===== config.mk =====
export PLATFORM = sky130hd
export DESIGN_NAME = conv_layer_sequencer
export DESIGN_NICKNAME = d
export VERILOG_FILES = /design/src/rtl/conv_layer_sequencer.sv
export SDC_FILE = /design/constraint.sdc
export NUM_CORES = 1
export LEC_CHECK = 0
export CAP_MARGIN = 15
export CORE_MARGIN = 5
export CORE_UTILIZATION = 37
export CTS_CLUSTER_DIAMETER = 150
export DETAILED_ROUTE_END_ITERATION = 8
export HOLD_SLACK_MARGIN = 0.08
export PLACE_DENSITY = 0.55
export SLEW_MARGIN = 5
export SYNTH_ARGS = -nofsm -noshare
export SYNTH_HDL_FRONTEND = slang
export SYNTH_SLANG_ARGS = --single-unit

===== constraint.sdc =====
create_clock -name clk -period 4.4 [get_ports clk]
set_clock_uncertainty 0.05 [all_clocks]
set_input_delay 0.66 -clock clk [delete_from_list [all_inputs] [get_ports clk]]
set_output_delay 0.66 -clock clk [all_outputs]
set_load 0.01 [all_outputs]

===== src/rtl/conv_layer_sequencer.sv =====
// conv_layer_sequencer: sequences one convolution layer.
// The layer runs in four phases: prefetch, MAC issue in ch/y/x order, pipeline drain, then a done pulse.
// A fixed-latency tag pipeline labels each MAC result with its output coordinates as it leaves the MAC.
// Optional feature: define CONV_SEQ_STALL_COUNTER_EN to add the stall_cycles counter port.
module conv_layer_sequencer #(
  parameter int ACT_SIZE          = 64,
  parameter int KERNEL_SIZE       = 3,
  parameter int PADDING           = 1,
  parameter int STRIDE            = 1,
  parameter int NUM_FILTERS       = 32,
  parameter int MAC_LATENCY       = 7,
  parameter int PREFETCH_WORDS    = 256,
  parameter int MEM_ADDRESS_WIDTH = 20,
  localparam int OUT_SIZE = (ACT_SIZE + 2 * PADDING - KERNEL_SIZE) / STRIDE + 1,
  localparam int CW       = ($clog2(OUT_SIZE) < 1) ? 1 : $clog2(OUT_SIZE),
  localparam int FW       = ($clog2(NUM_FILTERS) < 1) ? 1 : $clog2(NUM_FILTERS),
  localparam int OW       = $clog2(ACT_SIZE + PADDING) + 2
) (
  input  logic                         clk,
  input  logic                         arst_n_in,
  input  logic                         start,
  input  logic                         stall_in,
  output logic                         running,
  output logic                         done,
  output logic                         mem_re,
  output logic [MEM_ADDRESS_WIDTH-1:0] mem_read_addr,
  output logic                         mac_valid,
  output logic signed [OW-1:0]         win_x,
  output logic signed [OW-1:0]         win_y,
  output logic                         output_valid,
  output logic [CW-1:0]                output_x,
  output logic [CW-1:0]                output_y,
  output logic [FW-1:0]                output_ch
`ifdef CONV_SEQ_STALL_COUNTER_EN
  , output logic [31:0]                stall_cycles
`endif
);

  typedef enum logic [1:0] {IDLE, PREFETCH, COMPUTE, DRAIN} state_t;

  state_t state, state_next;

  logic [MEM_ADDRESS_WIDTH-1:0] pf_addr;
  logic [CW-1:0]                x_cnt, y_cnt;
  logic [FW-1:0]                ch_cnt;

  logic          pipe_valid [MAC_LATENCY];
  logic [CW-1:0] pipe_x     [MAC_LATENCY];
  logic [CW-1:0] pipe_y     [MAC_LATENCY];
  logic [FW-1:0] pipe_ch    [MAC_LATENCY];

  logic pf_last, x_last, y_last, ch_last, layer_last, pipe_busy;
  logic signed [OW-1:0] origin_x, origin_y;

  assign pf_last    = (pf_addr == MEM_ADDRESS_WIDTH'(PREFETCH_WORDS - 1));
  assign x_last     = (x_cnt == CW'(OUT_SIZE - 1));
  assign y_last     = (y_cnt == CW'(OUT_SIZE - 1));
  assign ch_last    = (ch_cnt == FW'(NUM_FILTERS - 1));
  assign layer_last = x_last && y_last && ch_last;

  // The window origin may go negative at padded borders, so it is computed in signed arithmetic.
  assign origin_x = OW'(int'(x_cnt) * STRIDE - PADDING);
  assign origin_y = OW'(int'(y_cnt) * STRIDE - PADDING);

  // State register; reset aborts any layer in progress without a done pulse.
  always_ff @(posedge clk or negedge arst_n_in) begin
    if (!arst_n_in) state <= IDLE;
    else            state <= state_next;
  end

  // Next-state and phase outputs; outputs read zero outside their own phase.
  always_comb begin
    state_next    = state;
    running       = 1'b0;
    done          = 1'b0;
    mem_re        = 1'b0;
    mem_read_addr = '0;
    mac_valid     = 1'b0;
    win_x         = '0;
    win_y         = '0;
    case (state)
      IDLE: begin
        if (start) state_next = PREFETCH;
      end
      PREFETCH: begin
        running       = 1'b1;
        mem_re        = 1'b1;
        mem_read_addr = pf_addr;
        if (pf_last) state_next = COMPUTE;
      end
      COMPUTE: begin
        running   = 1'b1;
        mac_valid = !stall_in;
        win_x     = origin_x;
        win_y     = origin_y;
        if (!stall_in && layer_last) state_next = DRAIN;
      end
      DRAIN: begin
        running = 1'b1;
        if (!pipe_busy) begin
          state_next = IDLE;
          done       = 1'b1;
        end
      end
      default: state_next = IDLE;
    endcase
  end

  // The last stage leaves the MAC this cycle, so only earlier stages keep the drain alive.
  always_comb begin
    pipe_busy = 1'b0;
    for (int i = 0; i < MAC_LATENCY - 1; i++) pipe_busy = pipe_busy | pipe_valid[i];
  end

  // Prefetch address and output-point loop counters, x fastest, wrapping to 0 after the last point.
  always_ff @(posedge clk or negedge arst_n_in) begin
    if (!arst_n_in) begin
      pf_addr <= '0;
      x_cnt   <= '0;
      y_cnt   <= '0;
      ch_cnt  <= '0;
    end else if (state == IDLE && start) begin
      pf_addr <= '0;
      x_cnt   <= '0;
      y_cnt   <= '0;
      ch_cnt  <= '0;
    end else if (state == PREFETCH) begin
      pf_addr <= pf_addr + MEM_ADDRESS_WIDTH'(1);
    end else if (mac_valid) begin
      if (x_last) begin
        x_cnt <= '0;
        if (y_last) begin
          y_cnt  <= '0;
          ch_cnt <= ch_last ? '0 : ch_cnt + FW'(1);
        end else begin
          y_cnt <= y_cnt + CW'(1);
        end
      end else begin
        x_cnt <= x_cnt + CW'(1);
      end
    end
  end

  // Coordinate tag pipeline shifts every cycle; stalls enter it as bubbles.
  always_ff @(posedge clk or negedge arst_n_in) begin
    if (!arst_n_in) begin
      for (int i = 0; i < MAC_LATENCY; i++) begin
        pipe_valid[i] <= 1'b0;
        pipe_x[i]     <= '0;
        pipe_y[i]     <= '0;
        pipe_ch[i]    <= '0;
      end
    end else begin
      pipe_valid[0] <= mac_valid;
      pipe_x[0]     <= x_cnt;
      pipe_y[0]     <= y_cnt;
      pipe_ch[0]    <= ch_cnt;
      for (int i = 1; i < MAC_LATENCY; i++) begin
        pipe_valid[i] <= pipe_valid[i-1];
        pipe_x[i]     <= pipe_x[i-1];
        pipe_y[i]     <= pipe_y[i-1];
        pipe_ch[i]    <= pipe_ch[i-1];
      end
    end
  end

  assign output_valid = pipe_valid[MAC_LATENCY-1];
  assign output_x     = output_valid ? pipe_x[MAC_LATENCY-1]  : '0;
  assign output_y     = output_valid ? pipe_y[MAC_LATENCY-1]  : '0;
  assign output_ch    = output_valid ? pipe_ch[MAC_LATENCY-1] : '0;

`ifdef CONV_SEQ_STALL_COUNTER_EN
  // Saturating count of stalled COMPUTE cycles; restarts with each layer and holds afterwards.
  always_ff @(posedge clk or negedge arst_n_in) begin
    if (!arst_n_in)                                       stall_cycles <= '0;
    else if (state == IDLE && start)                      stall_cycles <= '0;
    else if (state == COMPUTE && stall_in && stall_cycles != '1) stall_cycles <= stall_cycles + 32'd1;
  end
`else
  // Without the counter, a stall only holds the loop counters and inserts a pipeline bubble.
`endif

endmodule

==> results by group <==
Drt
  • DR vias: 3200
  • Drt pass-1 iters: 4
  • WL per Instance: between 10 and 15 µm
  • Antenna Nets Post-Route: 0
  • Post-route DRC: 0
  • DRT iter0 DRCs: 242
  • DR vias/cell: between 4 and 5
  • WL final: around 9600 µm

Worst setup path
  • Critical path's slowest cell: ha_1
  • Crit start category: flip-flop
  • Required @ worst endpoint: approximately 3700 ps
  • CP Capture Type: primary output
  • Critical path class: reg -> out
  • Worst path max stage delay: 680 ps
  • Crit path buffers/inverters: 3
  • Critical path arrival: approximately 2700 ps
  • Register-to-register setup slack: 1520 ps
  • Critical path cell sequence: inv_1 -> ha_1 -> buf_4 -> and2_1 -> clkdlybuf4s50_1
  • Worst path top cell family by delay: buffers and inverters
  • Critical path fanouts, max: 26

Timing
  • Final setup TNS: 0 ps
  • # setup viols final: 0
  • Final Hold Violating Endpoints: 0
  • Final Slew Violations: 0
  • Worst hold slack: just under 300 ps
  • Post-layout min period: ~3400 ps
  • Final Cycle Share: roughly 78%
  • Fmax achieved: 0.292 GHz
  • Worst slew margin: 35.6%
  • Unrepaired setup endpoints after global routing: no
  • Worst Tran Pin Value: between 900 and 1000 ps

Clocking
  • Worst-skew pair later-pin latency: 410 ps
  • CTS Root Cell: clkbuf_16
  • Hold_buf cts: 0
  • CTS max path bufs: 2
  • CTS tree: yes
  • CTS Buf Count: 17
  • Cts repair resizes: 0
  • Clk pin slew, worst setup/hold paths: about 60 ps
  • CTS sink count: roughly 170
  • Post-CTS setup buffer count: 0
  • CTS H-tree lvls: 4

Synthesis
  • Post-synth EDFFs: 0
  • Seq cells post-synth: around 170
  • Synth area leaders: dfrtp_1, and2_1, xor2_1, ha_1, nor2_1
  • Cell taking the most area after synthesis: dfrtp_1
  • Synthesized cell area: ~5800 µm²
  • Syn_nets: 444
  • Top_reg_cell synth: dfrtp_1
  • Post-synth top area share: a little under three quarters
  • Part of the Yosys area used for sequential elements: 71.5%
  • Synth Warn #: 0
  • Synth Area per Inst: 13.5 µm²
  • Post-synthesis cell type count: between 40 and 50
  • Async SR Flop Fraction: 100%
  • Synth Instances: 429

Finish
  • Final net count: approximately 500
  • Fin util: 47.0%
  • Area Overhead vs Synth: 24.3%
  • Non-Filler Instances: about 720
  • Most common cell after layout, fill and taps aside: dfrtp_1
  • Commonest non-fill, non-tap cells in the layout: dfrtp_1, clkdlybuf4s50_1, and2_1
  • FILL cells: 1382
  • Ant diodes: 0
  • Share of cells above drive strength 1: just over 8%

Global route
  • Gr usage total: a little under an eighth
  • Antenna violations before repair: 0
  • Largest net degree at the start of global routing: ~100
  • Number of global-route vias before repair: about 3400
  • GRT Residual Overflow: 0
  • First-pass GRT wire length: between 15000 and 20000 µm

Floorplan
  • I/O pin cnt: 64
  • Core footprint: 15300 µm²
  • Die footprint: about 18000 µm²
  • Die span in y: 135 µm
  • Die X: about 130 µm
  • Starting Density: 37.9%
  • Number of core rows: 45

Run status
  • Status: complete, no violations

Placement
  • Placed cells: around 690
  • Port Buffer Count: 63
  • GPL Wtd Cong: 0.787
  • HPWL Detailed: between 6000 and 7000 µm

Min path
  • Hold crit path type: in -> async

Pwr
  • Worst VDD drop: about 0.00033 V
  • PwrDens: roughly 570 nW/µm²
  • Leakage: 0.00343 µW

Run
  • Max-cap violation count: 0
## cell type report
class                           instances  area (µm²)  area share [%]
Multi-Input combinational cell        231        1500            20.9
Clock inverter                         12         120            1.67
Timing Repair Buffer                   66         654            9.12
Inverter                               14        52.6           0.732
Clock buffer                           20         457            6.36
Tap cell                              211         264            3.68
Sequential cell                       165        4130            57.5
## per-stage QoR
stage	total power, µW	area [µm²]	setup slack (ps)
3_5_place_dp	2750	6600	1390
3_3_place_gp	2720	6600	1460
6_report	4110	7180	981
4_1_cts	4180	7180	925
5_1_grt	4350	7180	781
2_1_floorplan	2360	5780	2090
## Yosys cell counts (3+ instances only)
library cell,instances
nor2_1,31
o21ai_1,9
buf_4,4
xnor2_1,8
nand2_1,21
and2_1,45
nand4_1,8
o21ai_0,4
nor2b_1,4
nor3b_1,3
a21oi_1,6
or3_1,5
dfrtp_1,165
nor3_1,3
xor2_1,22
and3_1,7
buf_2,5
ha_1,11
nand2b_1,3
clkbuf_1,9
nand3_1,10
or4_1,3
nor4_1,4
o31ai_1,4
inv_1,12
## metal layers
layer	part of all wire (%)	vias up	global-route usage [%]
met2	46	65	17.2
met4	1.5	0	4.87
met1	48	1575	15.6
li1	-	1547	-
met5	0	-	0
met3	4.3	13	3.99
## flip-flops by register name, summed over array words and instances (netlist names)
| signal | count |
|---|---|
| y_cnt | 6 |
| x_cnt | 6 |
| pipe_y | 42 |
| state | 2 |
| pipe_ch | 35 |
| ch_cnt | 5 |
| pipe_valid | 6 |
| pipe_x | 42 |
| pf_addr | 20 |
| output_valid | 1 |
## path summary, 6_finish.rpt
kind                                  from          endpoint  depth (start not counted)
worst max register to register    state[1]       pf_addr[14]                          8
min in group clk                pipe_x[30]        pipe_x[24]                          0
max in group asynchronous        arst_n_in         pipe_x[4]                          2
worst min register to register  pipe_x[30]        pipe_x[24]                          0
worst min-delay path             arst_n_in         pipe_x[2]                          1
worst max-delay path              state[1]  mem_read_addr[2]                          5
## cell families (layout without fill, tap and decap cells)
| logic type | after synthesis | in the layout | synth area share (%) |
|---|---|---|---|
| AO/OA/AOI/OAI | 37 | 37 | 4.53 |
| XOR/XNOR | 30 | 30 | 4.55 |
| adder cells (fa/ha/maj) | 11 | 11 | 2.38 |
| buffers and inverters | 33 | 112 | 2.51 |
| flip-flops | 165 | 165 | 71.5 |
| multiplexers | 2 | 2 | 0.368 |
| AND/OR/NAND/NOR | 151 | 151 | 14.2 |
## power breakdown
part           switching, µW  internal (µW)
registers                121           1730
clock network            588            819
logic                    458            394
total                   1170           2940
(Power assumes the default switching activity.)
==> RTL edit 1 (config.mk and constraints unchanged) <==
The option `CONV_SEQ_STALL_COUNTER_EN` is turned on by a define.
--- a/src/rtl/conv_layer_sequencer.sv
+++ b/src/rtl/conv_layer_sequencer.sv
@@ -2,6 +2,8 @@
 // The layer runs in four phases: prefetch, MAC issue in ch/y/x order, pipeline drain, then a done pulse.
 // A fixed-latency tag pipeline labels each MAC result with its output coordinates as it leaves the MAC.
 // Optional feature: define CONV_SEQ_STALL_COUNTER_EN to add the stall_cycles counter port.
+`define CONV_SEQ_STALL_COUNTER_EN
+
 module conv_layer_sequencer #(
   parameter int ACT_SIZE          = 64,
   parameter int KERNEL_SIZE       = 3,
Function (old outputs only; new: stall_cycles): kept (Yosys induction, for registers that start in step).
==> RTL edit 1 against the original RTL <==
Sequential cell count up 32; total power rose by 17%; worst setup slack gained 0.030 ns; largest cell class unchanged; routed wire length is 56% higher; final area up 32%; synthesized area grew 32%; die area is 29% higher; fmax increased by 0.89%.
==> RTL edit 1: results <==
global_route:
  grt_pass1_vias: 4925
  grt_pass1_wl_um: 25100
  grt_max_degree: 132
  grt_use_total_pct: 13.1
  antenna_found_initial: 0
setup_path:
  crit_slowest_cell: "clkdlybuf4s50_1"
  crit_family: "buffers and inverters"
  critPathMaxStageDelay_ns: 0.66
  critPathArrivalTime_ns: 2.68
  critPathMaxFanout: 19
clock_tree:
  clockBufferDepth: 2
  cts.clk_slew.worst_paths_ns: 0.07
  postCtsSetupRepairBufs: 0
  insertion_delay_ns: 0.43
  cts_resized: 0
  htreeDepth: 4
  root_buffer: "clkbuf_16"
  cts_made_buffers: 17
placement:
  portBuffers: 95
  dp_hpwl_um: 10100
  dp_slack_ns: 1.33
  routabilityCongestion: 0.759
cells_and_area:
  drive_gt1_share_pct: 7.93
  top_regs: "pipe_x (42), pipe_y (42), pipe_ch (35)"
  nNetsFinal: 734
  fillers: 1822
  antenna_cells: 0
synthesis:
  synthTopCellsByCount: "197 x dfrtp_1, 50 x and2_1, 50 x nor2_1, 31 x nand2_1, 28 x nand3_1"
  yosysWarnings: 0
  synth-seq-area-share_pct: 64.7
  async_reset_ff_share_pct: 100
  ys_top_cells_by_area: "dfrtp_1 65%, and2_1 4.1%, xor2_1 2.8%"
  syn_nets: 642
  synthFlopType: "dfrtp_1"
  yosysUniqueCellTypes: 63
status:
  status: "finished, final reports clean"
power_and_ir_drop:
  ir_drop_v: 0.000253
  leakagePower_nw: 4.25
  p_int_w: 0.00336
route:
  dr.first_iter.drc_count: 209
  wire_per_inst_um: 14.9
  drtPass1Iterations: 4
  via_per_inst: 4.84
min_path:
  hold_class: "reg -> reg"
timing:
  relSlewSlack_pct: 33.1
## RTL edit 1: cells by family (layout without fill, tap and decap cells)
| family | count (synthesis) | after routing | synth area share, % |
|---|---|---|---|
| muxes | 3 | 3 | 0.427 |
| adders and majority gates | 12 | 12 | 1.97 |
| AOI/OAI and AO/OA | 79 | 79 | 7.03 |
| DFF | 197 | 197 | 64.7 |
| buffers and inverters | 36 | 141 | 2.12 |
| xor gates and xnor gates | 43 | 43 | 4.94 |
| and+or+nand+nor | 256 | 256 | 18.8 |
## RTL edit 1: per-layer routing
layer	vias up	GRT usage [%]	wire (µm)
met2	115	19.8	6720
li1	2335	-	-
met1	2386	18.3	7350
met3	12	3.73	703
met5	-	0	0
met4	0	4.46	167
## RTL edit 1: area by class of cell
| type | count | area [µm²] | area share [%] |
|---|---|---|---|
| Multi-Input combinational cell | 393 | 2530 | 26.7 |
| Clock inverter | 15 | 186 | 1.97 |
| Sequential cell | 197 | 4930 | 52.1 |
| Inverter | 11 | 41.3 | 0.437 |
| Timing Repair Buffer | 98 | 1010 | 10.7 |
| Clock buffer | 17 | 425 | 4.50 |
| Tap cell | 270 | 338 | 3.57 |
## RTL edit 1: worst paths after layout
path | cells past startpoint | from | slack, ns | to
setup / recovery | 4 | state[0]$_DFFE_PN0P_ | 1.01 | win_y[8]
hold / removal | 0 | pipe_x[40]$_DFF_PN0_ | 0.29 | pipe_x[34]$_DFF_PN0_
setup reg to reg | 7 | state[0]$_DFFE_PN0P_ | 1.61 | stall_cycles[20]$_DFFE_PN0P_
hold reg to reg | 0 | pipe_x[40]$_DFF_PN0_ | 0.29 | pipe_x[34]$_DFF_PN0_
max in group asynchronous | 2 | arst_n_in | 3.01 | state[0]$_DFFE_PN0P_
min in group asynchronous | 1 | arst_n_in | 0.31 | pipe_x[24]$_DFF_PN0_
## RTL edit 1: per-stage QoR
stage | instance area, µm² | std cells
2_1_floorplan | 7620 | 626
3_3_place_gp | 8820 | 968
3_5_place_dp | 8820 | 968
4_1_cts | 9430 | 1000
5_1_grt | 9460 | 1001
6_report | 9460 | 1001
## RTL edit 1: power groups by stage
stage	registers (W)	clock network, W	logic [W]
after floorplan	0.00226	0	0.000616
after global routing	0.00233	0.00165	0.00112
after detailed placement	0.00233	0	0.000995
after global placement	0.00231	0	0.000973
final	0.00229	0.00152	0.00101
after CTS	0.00230	0.00157	0.000998
==> RTL edit 2 (same flow settings) <==
Made on the original files. The 4 states of `state_t` get a one-hot encoding in 4 bits.
--- a/src/rtl/conv_layer_sequencer.sv
+++ b/src/rtl/conv_layer_sequencer.sv
@@ -36,7 +36,7 @@
 `endif
 );
 
-  typedef enum logic [1:0] {IDLE, PREFETCH, COMPUTE, DRAIN} state_t;
+  typedef enum logic [3:0] {IDLE = 4'b0001, PREFETCH = 4'b0010, COMPUTE = 4'b0100, DRAIN = 4'b1000} state_t;
 
   state_t state, state_next;
 
Check against the original RTL: same outputs for any inputs over 10 cycles, from zero or initial values and one cycle with arst_n_in low; not proved beyond that.
==> RTL edit 2 against the original RTL <==
Routed wire length rose by 9.3%; die area rose by 2.6%; sequential share of layout area fell by 0.91 points; worst setup slack got worse by 0.17 ns; total power fell by 5.0%; final area rose by 2.9%; sequential cell count rose by 2; synthesized area rose by 2.9%; critical path type unchanged; largest cell class unchanged.
==> RTL edit 2: results <==
route:
  dr.first_iter.drc_count: 167
  wl_met1_um: 4690
  routed-via-count: 3613
  route.met3.wl_um: 741
  dr_wl_met2_um: 4760
  drt_wl_total_um: 10500
setup_path:
  crit_slowest_cell: "or4b_2"
  critPathMaxStageDelay_ns: 0.88
  critPathMaxFanout: 13
  critPathArrivalTime_ns: 2.88
cells_and_area:
  finalInstanceArea_um2: 7380
  post_layout_nonfiller_instances: 755
  drive_gt1_share_pct: 7.24
  fillers: 1402
  nNetsFinal: 537
synthesis:
  syn_inst: 462
  yosysUniqueCellTypes: 46
  synth-seq-area-share_pct: 70.4
  yosysWarnings: 0
  syn_nets: 473
  synthXorXnorAreaFrac_pct: 2.21
  synth_adder_area_share_pct: 1.47
  synth_compound_area_share_pct: 5.58
  synthMuxAreaShare_pct: 1.22
  ys_top_cells_by_area: "dfrtp_1 70%, and2_1 3.7%, nor2_1 2.2%"
power_and_ir_drop:
  swShare_pct: 25.7
  combPwrFrac_pct: 11.5
  leakagePower_nw: 3.34
placement:
  dp_slack_ns: 1.07
  routabilityCongestion: 0.819
  dp_cells: 722
  dp_hpwl_um: 6740
  place_area_um2: 6760
global_route:
  grt_use_met3_pct: 5.51
  grt_use_total_pct: 12.5
  grt_pass1_wl_um: 18000
  use_met2_pct: 18.3
  grt_max_degree: 95
  grt_util_met1_pct: 15.8
min_path:
  hold_class: "in -> async"
timing:
  relSlewSlack_pct: 36.3
status:
  status: "finished, final reports clean"
-- RTL edit 2: cell families (layout without fill, tap and decap cells) --
kind of cell	count (synthesis)	in the layout
AND/OR/NAND/NOR	173	173
flip-flops	167	167
AO/OA/AOI/OAI	53	53
buffers and inverters	40	117
XOR/XNOR	15	15
adder cells (fa/ha/maj)	7	7
multiplexers	7	7
-- RTL edit 2: power by group through the flow --
stage	registers (W)	logic [W]	clock network, W
after floorplan	0.00191	0.000328	0
after global placement	0.00195	0.000435	0
after detailed placement	0.00196	0.000453	0
after CTS	0.00194	0.000454	0.00157
after global routing	0.00197	0.000508	0.00164
final	0.00193	0.000449	0.00152
-- RTL edit 2: layout make-up --
type,count,area share (%)
clock buffers,19,5.86
clock inverters,13,2.44
inverters,20,1.02
multi-input cells,255,21.5
well taps,216,3.66
flip-flops and latches,167,56.6
repair buffers,65,8.93
-- RTL edit 2: final timing paths --
check,from,to,slack (ns),depth (start not counted)
setup reg to reg,state[2]$_DFFE_PN0P_,pf_addr[16]$_DFFE_PN0P_,1.76,4
hold / removal,arst_n_in,pipe_x[0]$_DFF_PN0_,0.26,1
max in group asynchronous,arst_n_in,state[0]$_DFFE_PN1P_,3.14,2
min in group clk,pipe_y[26]$_DFF_PN0_,pipe_y[20]$_DFF_PN0_,0.29,0
hold reg to reg,pipe_y[26]$_DFF_PN0_,pipe_y[20]$_DFF_PN0_,0.29,0
setup / recovery,state[1]$_DFFE_PN0P_,win_x[8],0.81,3
-- RTL edit 2: critical path: cells and delay by family (launching register included) --
family / cells / cell delay (ns)
and+or+nand+nor: 2 / 1.37
DFF: 1 / 0.45
buffers and inverters: 1 / 0.63
